### src/rtl/rx_module.sv
`default_nettype none
// ============================================================================
// Module   : rx_module
// Brief    : UART receive engine: oversampled start qualification, LSB-first
//            data, optional even parity and 1/2 stop bits, done strobe + flags.
// Revision : 1.0 - initial release
// ============================================================================
module rx_module #(
   parameter int MAX_UART_DATA_W = 8,
   parameter int DATA_COUNTER_W  = 3,
   parameter int STOP_CONF_W     = 2,
   parameter int DATA_CONF_W     = 2,
   parameter int SAMPLE_COUNT_W  = 4
) (
   input  logic                                 clk_i,
   input  logic                                 rstn_i,
   input  logic                                 baud_en_i,
   input  logic                                 rx_en_i,
   input  logic [DATA_CONF_W+STOP_CONF_W:0]     rx_conf_i,
   input  logic                                 uart_rx_i,
   output logic [MAX_UART_DATA_W-1:0]           rx_data_o,
   output logic                                 rx_done_o,
   output logic                                 rx_busy_o,
   output logic                                 parity_err_o,
   output logic                                 frame_err_o
);

   localparam logic [SAMPLE_COUNT_W-1:0] c_MID  = SAMPLE_COUNT_W'((1 << (SAMPLE_COUNT_W-1)) - 1);
   localparam logic [SAMPLE_COUNT_W-1:0] c_WRAP = '1;
   localparam int                        c_MIN_DATA_BITS = 5;

   typedef enum logic [2:0] {
      S_IDLE   = 3'd0,
      S_START  = 3'd1,
      S_DATA   = 3'd2,
      S_PARITY = 3'd3,
      S_STOP   = 3'd4,
      S_DONE   = 3'd5
   } state_t;

   state_t                      r_state;
   logic [1:0]                  r_sync;
   logic [SAMPLE_COUNT_W-1:0]   r_cnt;
   logic [DATA_COUNTER_W-1:0]   r_bit_cnt;
   logic [MAX_UART_DATA_W-1:0]  r_shift;
   logic                        r_par;
   logic                        r_par_err;
   logic                        r_frame_err;
   logic [DATA_CONF_W-1:0]      r_data_field;
   logic                        r_two_stop;
   logic                        r_par_en;

   logic                        w_line;
   logic                        w_wrap;
   logic                        w_last_data;
   logic                        w_last_stop;

   assign w_line      = r_sync[1];
   assign w_wrap      = baud_en_i && (r_cnt == c_WRAP);
   assign w_last_data = (r_bit_cnt == DATA_COUNTER_W'(c_MIN_DATA_BITS - 1) + DATA_COUNTER_W'(r_data_field));
   assign w_last_stop = !r_two_stop || (r_bit_cnt == DATA_COUNTER_W'(1));

   // Idle-high reset value keeps a freshly reset receiver from seeing a start.
   always_ff @(posedge clk_i or negedge rstn_i) begin
      if (!rstn_i) begin
         r_sync <= 2'b11;
      end else begin
         r_sync <= {r_sync[0], uart_rx_i};
      end
   end

   always_ff @(posedge clk_i or negedge rstn_i) begin
      if (!rstn_i) begin
         r_state      <= S_IDLE;
         r_cnt        <= '0;
         r_bit_cnt    <= '0;
         r_shift      <= '0;
         r_par        <= 1'b0;
         r_par_err    <= 1'b0;
         r_frame_err  <= 1'b0;
         r_data_field <= '0;
         r_two_stop   <= 1'b0;
         r_par_en     <= 1'b0;
         rx_data_o    <= '0;
         rx_done_o    <= 1'b0;
         rx_busy_o    <= 1'b0;
         parity_err_o <= 1'b0;
         frame_err_o  <= 1'b0;
      end else begin
         rx_done_o <= 1'b0;
         if (r_state != S_IDLE && !rx_en_i) begin
            // Abort: user-visible outputs keep the last completed frame.
            r_state   <= S_IDLE;
            rx_busy_o <= 1'b0;
         end else begin
            case (r_state)
               S_IDLE: begin
                  if (baud_en_i && rx_en_i && !w_line) begin
                     r_state      <= S_START;
                     r_cnt        <= '0;
                     r_bit_cnt    <= '0;
                     r_shift      <= '0;
                     r_par        <= 1'b0;
                     r_par_err    <= 1'b0;
                     r_frame_err  <= 1'b0;
                     r_data_field <= rx_conf_i[DATA_CONF_W+STOP_CONF_W:STOP_CONF_W+1];
                     r_two_stop   <= |rx_conf_i[STOP_CONF_W:1];
                     r_par_en     <= rx_conf_i[0];
                     rx_busy_o    <= 1'b1;
                  end
               end
               S_START: begin
                  if (baud_en_i) begin
                     if (r_cnt == c_MID) begin
                        if (!w_line) begin
                           r_state <= S_DATA;
                           r_cnt   <= '0;
                        end else begin
                           r_state   <= S_IDLE;
                           rx_busy_o <= 1'b0;
                        end
                     end else begin
                        r_cnt <= r_cnt + SAMPLE_COUNT_W'(1);
                     end
                  end
               end
               S_DATA: begin
                  if (baud_en_i) begin
                     r_cnt <= r_cnt + SAMPLE_COUNT_W'(1);
                  end
                  if (w_wrap) begin
                     r_shift[r_bit_cnt] <= w_line;
                     r_par              <= r_par ^ w_line;
                     if (w_last_data) begin
                        r_bit_cnt <= '0;
                        r_state   <= r_par_en ? S_PARITY : S_STOP;
                     end else begin
                        r_bit_cnt <= r_bit_cnt + DATA_COUNTER_W'(1);
                     end
                  end
               end
               S_PARITY: begin
                  if (baud_en_i) begin
                     r_cnt <= r_cnt + SAMPLE_COUNT_W'(1);
                  end
                  if (w_wrap) begin
                     r_par_err <= w_line ^ r_par;
                     r_state   <= S_STOP;
                  end
               end
               S_STOP: begin
                  if (baud_en_i) begin
                     r_cnt <= r_cnt + SAMPLE_COUNT_W'(1);
                  end
                  if (w_wrap) begin
                     if (w_last_stop) begin
                        // Results land on entry so they are visible during DONE.
                        r_state      <= S_DONE;
                        rx_data_o    <= r_shift;
                        parity_err_o <= r_par_err;
                        frame_err_o  <= r_frame_err | !w_line;
                        rx_done_o    <= 1'b1;
                        rx_busy_o    <= 1'b0;
                     end else begin
                        r_frame_err <= r_frame_err | !w_line;
                        r_bit_cnt   <= r_bit_cnt + DATA_COUNTER_W'(1);
                     end
                  end
               end
               S_DONE: begin
                  r_state <= S_IDLE;
               end
               default: begin
                  r_state   <= S_IDLE;
                  rx_busy_o <= 1'b0;
               end
            endcase
         end
      end
   end

endmodule
`default_nettype wire

### config.mk
export PLATFORM = sky130hd
export DESIGN_NAME = rx_module
export DESIGN_NICKNAME = d
export VERILOG_FILES = /design/src/rtl/rx_module.sv
export SDC_FILE = /design/constraint.sdc
export NUM_CORES = 1
export LEC_CHECK = 0
export BUFFER_PORTS_ARGS = -buffer_cell sky130_fd_sc_hd__buf_4
export CORE_MARGIN = 1
export CORE_UTILIZATION = 62
export DETAILED_ROUTE_END_ITERATION = 8
export PLACE_DENSITY_LB_ADDON = 0.08
export SKIP_LAST_GASP = 1
export SYNTH_ARGS = -nofsm -noshare
export SYNTH_HDL_FRONTEND = slang
export SYNTH_SLANG_ARGS = --single-unit
### constraint.sdc
create_clock -name clk_i -period 3.75 [get_ports clk_i]
set_input_delay 0 -clock clk_i [delete_from_list [all_inputs] [get_ports clk_i]]
set_output_delay 0 -clock clk_i [all_outputs]
set_load 0.1 [all_outputs]
==> out/qor.yml, run 1 <==
status: "completed"
h-tree-depth: 2
reg2reg_to: "rx_data_o[6]"
arrival_ns: 2.63
worst_pin_slew_ns: 0.824
whs_path_depth: 3
ios: 22
holdPathEnd: "rx_done_o"
cts_buffer_depth: 2
min_path_type: "in2reg"
holdWs_ns: 0.0865
cp_max_fo: 12
synth-async-reset-ratio_pct: 100
mappedNetlistArea_um2: 1980
rrSetupSlack_ns: 1.36
fin_setup_tns_ns: 0
multi_input_area_um2: 916
fp.dieH_um: 58.5
vias: 1547
place_congestion: 0.902
hpwl_um: 2750
synth_common_cells: "dfrtp_1, o21ai_0, mux2_2"
worstRegToRegCells: 6
place_ws_ns: 1.39
skew_ns: 0.00763
drv_cap: 0
rsz0062_at_grt: "no"
cp_data_required_time_ns: 3.99
synth_edf_count: 0
fmax_mhz: 418
syn_inst: 196
setup_slack_ns: 1.36
area_growth_pct: 18.2
drive_gt1_share_pct: 23.2
grt_pass1_wl_um: 6730
dr.pass1.iters: 5
synth.ff_latch_count: 39
synth-seq-area-share_pct: 49.5
yosysUniqueCellTypes: 40
ant_nets: 0
die_w_um: 58.5
grt_max_degree: 40
antenna_found_initial: 0
wl_um: 4030
peakVddDrop_mv: 0.623
finalCritPeriodShare_pct: 63.8
n_fill_cell: 229
clkSinkCount: 39
drc_errors: 0
die_area_um2: 3420
io_buffer_count: 21
pwr_density_cell_nw_per_um2: 589
worstHoldStart: "baud_en_i"
max_slew_margin_pct: 44.8
avgSynthCellArea_um2: 10.1
clk_pin_slew_worst_paths_ns: 0.12
r2r-start: "r_bit_cnt[1]"
synth-main-ff-cell: "dfrtp_1"
critical_path_class: "reg2reg"
grt_pass1_vias: 1484
synth_top_area_share_pct: 46.8
yosys-top-cells-area: "dfrtp_1, o21ai_0, mux2_2"
start_util_pct: 65.3
start_kind: "flop"
yosysWarnings: 0
nNetsFinal: 236
register_area_um2: 978
diodes: 0
total_leakage_power_uw: 0.00106
cts_buffers: 5
viasPerCell: 5.77
fin_crit_ns: 2.39
syn-num-nets: 209
crit_path_end_kind: "flop"
rows: 20
finalPower_uw: 1380
grtUsageTotal_pct: 26.7
wl_per_cell_um: 15.0
first_iter_violations: 51
cts_tree: "yes"
synth_most_common_cell: "dfrtp_1"
coreArea_um2: 3030
synth_top_area_cell: "dfrtp_1"
maxSlewViolCount: 0
worstSkewPairLatency_ns: 0.35
setup_viol: 0
grt_overflow: 0
root_buffer: "clkbuf_4"
finalHoldViolations: 0
==> power breakdown <==
part | leakage [µW] | internal, µW | total [µW] | switching (µW)
clock network | 0.0000514 | 207 | 349 | 142
logic | 0.000496 | 179 | 430 | 251
registers | 0.000515 | 487 | 597 | 110
total | 0.00106 | 874 | 1380 | 502
==> layer usage <==
layer	wire length, µm	GRT usage [%]	vias up
li1	-	-	755
met1	1840	35.0	738
met4	36	10.9	0
met3	165	4.62	5
met2	1990	44.3	49
met5	0	0	-
==> critical path: stages (launching register included) <==
cell and delay, ns:
dfrtp_1 0.52, inv_1 0.22, ha_1 0.18, nand2b_1 0.08, and2_1 0.19, nor3_2 0.67
mux2_2 0.42
==> worst max path at each step <==
stage | from | end | slack (ns) | depth (start not counted)
after CTS | r_bit_cnt[1] | rx_data_o[6] | 1.34 | 6
after detailed placement | r_bit_cnt[1] | rx_data_o[6] | 1.39 | 6
after global routing | r_bit_cnt[1] | rx_data_o[6] | 1.19 | 6
after floorplan | r_bit_cnt[1] | parity_err_o | 1.76 | 8
final | r_bit_cnt[1] | rx_data_o[6] | 1.36 | 6
after global placement | r_bit_cnt[1] | rx_data_o[1] | 1.53 | 6
==> per-stage QoR <==
| step | area, µm² | utilization [%] | cells |
|---|---|---|---|
| after floorplan | 1980 | - | 196 |
| after global placement | 2150 | 71.1 | 252 |
| after detailed placement | 2150 | 71.1 | 252 |
| after CTS | 2340 | 77.2 | 268 |
| after global routing | 2340 | 77.2 | 268 |
| final | 2340 | 77.2 | 268 |
==> layout by cell type, fill, tap and decap left out, types with 4 or more instances in the layout <==
| master | instances |
|---|---|
| dfrtp_1 | 37 |
| o21ai_0 | 30 |
| buf_4 | 21 |
| mux2_2 | 13 |
| inv_1 | 12 |
| nor2_1 | 11 |
| nand2_1 | 9 |
| a31oi_1 | 9 |
| nand3_1 | 8 |
| dlygate4sd3_1 | 8 |
| nand2b_1 | 7 |
| a21oi_1 | 5 |
| clkbuf_4 | 5 |
| nor2b_1 | 4 |
| xnor2_1 | 4 |
==> final cells by class <==
| type | instances | share of cell area, % |
|---|---|---|
| clock buffer | 5 | 1.61 |
| clock inverter | 3 | 2.89 |
| inverter | 12 | 1.93 |
| multi-input combinational | 136 | 39.2 |
| sequential | 39 | 41.9 |
| tap | 44 | 2.36 |
| timing repair buffer | 29 | 10.2 |
==> what timing repair did <==
| action | in CTS | in global routing |
|---|---|---|
| buffers inserted | 0 | 0 |
| resized for setup | 0 | 0 |
| hold buffers | 8 | 0 |
| hold endpoints to repair | 45 | 0 |
==> registers in the layout, summed over array words and instances (netlist names), 2 cells and up <==
register	count
r_shift	8
r_cnt	4
r_data_field	2
r_sync	2
rx_data_o	8
r_bit_cnt	3
r_state	3
==> kinds of logic (layout without fill, tap and decap cells) <==
kind of cell | Yosys count | count (layout) | share of synthesized area, %
AO/OA/AOI/OAI | 59 | 59 | 17.7
XOR/XNOR | 4 | 4 | 1.77
buffers and inverters | 21 | 49 | 4.24
flip-flops | 39 | 39 | 49.5
AND/OR/NAND/NOR | 56 | 56 | 17.0
adder cells (fa/ha/maj) | 3 | 3 | 1.90
multiplexers | 14 | 14 | 7.91
No activity file was read; power rests on OpenSTA's default activity.
==> run 2, diff against run 1 <==
- CORE_UTILIZATION: 62 -> 57
- clock period: 3.75 -> 2.43 ns (I/O delays scaled with it)
==> out/qor.yml, run 2 (same netlist as run 1, synthesis figures left out) <==
status: "completed"
worst_pin_slew_ns: 0.466
crit_path_end_kind: "flop"
drive_gt1_share_pct: 24.9
io_buffer_count: 21
antenna_found_initial: 0
coreArea_um2: 3340
fin_setup_tns_ns: 0
drc_errors: 0
rows: 21
whs_path_depth: 4
reg2reg_to: "r_par"
fp.dieH_um: 60.9
grt_pass1_wl_um: 6510
start_util_pct: 59.3
min_path_type: "in2reg"
die_area_um2: 3710
critical_path_class: "reg2reg"
vias: 1572
top_layer_used: "met4"
fmax_mhz: 489
clk_pin_slew_worst_paths_ns: 0.12
reg_top3: "r_shift: 8 flops, rx_data_o: 8 flops, r_cnt: 4 flops"
rrSetupSlack_ns: 0.38
cp_data_required_time_ns: 2.67
fin_cells: 275
maxSlewViolCount: 0
drv_cap: 0
max_slew_margin_pct: 68.6
die_w_um: 60.9
post_cts_buffers: 0
drt-met1-wl_um: 1810
ios: 22
pwr_density_cell_nw_per_um2: 876
worstSkewPairLatency_ns: 0.35
total_leakage_power_uw: 0.00108
root_buffer: "clkbuf_4"
cts_tree: "yes"
grtUsageTotal_pct: 24.2
rsz0062_at_grt: "no"
setup_viol: 0
diodes: 0
first_iter_violations: 91
cp_max_fo: 9
finalHoldViolations: 0
wl_um: 4010
place_congestion: 0.864
dr.pass1.iters: 4
met3WireLength_um: 203
layout_common_cells: "dfrtp_1, o21ai_0, buf_4"
clkSinkCount: 39
cts_buffers: 5
skew_ns: 0.0144
area_growth_pct: 19.0
mostFrequentLayoutCell: "dfrtp_1"
wl_met2_um: 1970
viasPerCell: 5.72
r2r-start: "r_cnt[0]"
worstRegToRegCells: 6
peakVddDrop_mv: 0.589
nNetsFinal: 241
grt_overflow: 0
holdPathEnd: "r_par"
start_kind: "flop"
worstHoldStart: "baud_en_i"
ant_nets: 0
wl_per_cell_um: 14.6
h-tree-depth: 2
arrival_ns: 2.29
placedCellCount: 259
grt_pass1_vias: 1388
holdWs_ns: 0.143
fin_crit_ns: 2.05
hpwl_um: 2960
grt_max_degree: 40
cts_buffer_depth: 2
finalCritPeriodShare_pct: 84.2
run 2: what timing repair did:
item,CTS,global route
endpoints found under the hold margin,45,0
hold buffers,8,0
resized for setup,0,0
run 2: worst max-delay path, stage by stage, from the launching register on:
cell     delay (ns)
dfrtp_1        0.39
ha_1           0.29
nand4_4        0.17
or4_4          0.54
and2_1         0.25
o21ai_0        0.22
o31ai_1        0.09
run 2: final cells by class:
cell class	count	area, µm²
clock inverters	3	43.8
repair buffers	34	275
fillers	261	983
inverters	12	45.0
flip-flops and latches	39	978
clock buffers	5	37.5
well taps	46	57.6
multi-input cells	136	916
run 2: metrics by stage:
step                      total power, µW  setup slack [ns]  instance area, µm²  utilization (%)
after floorplan                      1430             0.436                1980                -
after global placement               1590             0.422                2190             65.7
after detailed placement             1630             0.395                2190             65.7
after CTS                            2070             0.383                2350             70.5
after global routing                 2210             0.223                2350             70.5
final                                2060             0.385                2350             70.5
run 2: metal layers:
layer	global-route usage (%)	vias up
met2	38.9	59
met5	0	-
met3	5.76	4
met4	6.82	0
li1	-	774
met1	32.7	735
run 2: how the worst max path moves through the flow:
| stage | start | to | slack [ns] | cells past startpoint |
|---|---|---|---|---|
| after floorplan | r_bit_cnt[1] | parity_err_o | 0.44 | 8 |
| after global placement | r_cnt[0] | r_shift[0] | 0.42 | 5 |
| after detailed placement | r_cnt[0] | r_par | 0.39 | 6 |
| after CTS | r_cnt[0] | r_par | 0.38 | 6 |
| after global routing | r_cnt[0] | r_shift[6] | 0.22 | 6 |
| final | r_cnt[0] | r_par | 0.38 | 6 |
run 2: report_power, final:
part / total (µW) / internal, µW / switching, µW
logic: 746 / 312 / 434
registers: 883 / 753 / 130
clock network: 433 / 217 / 217
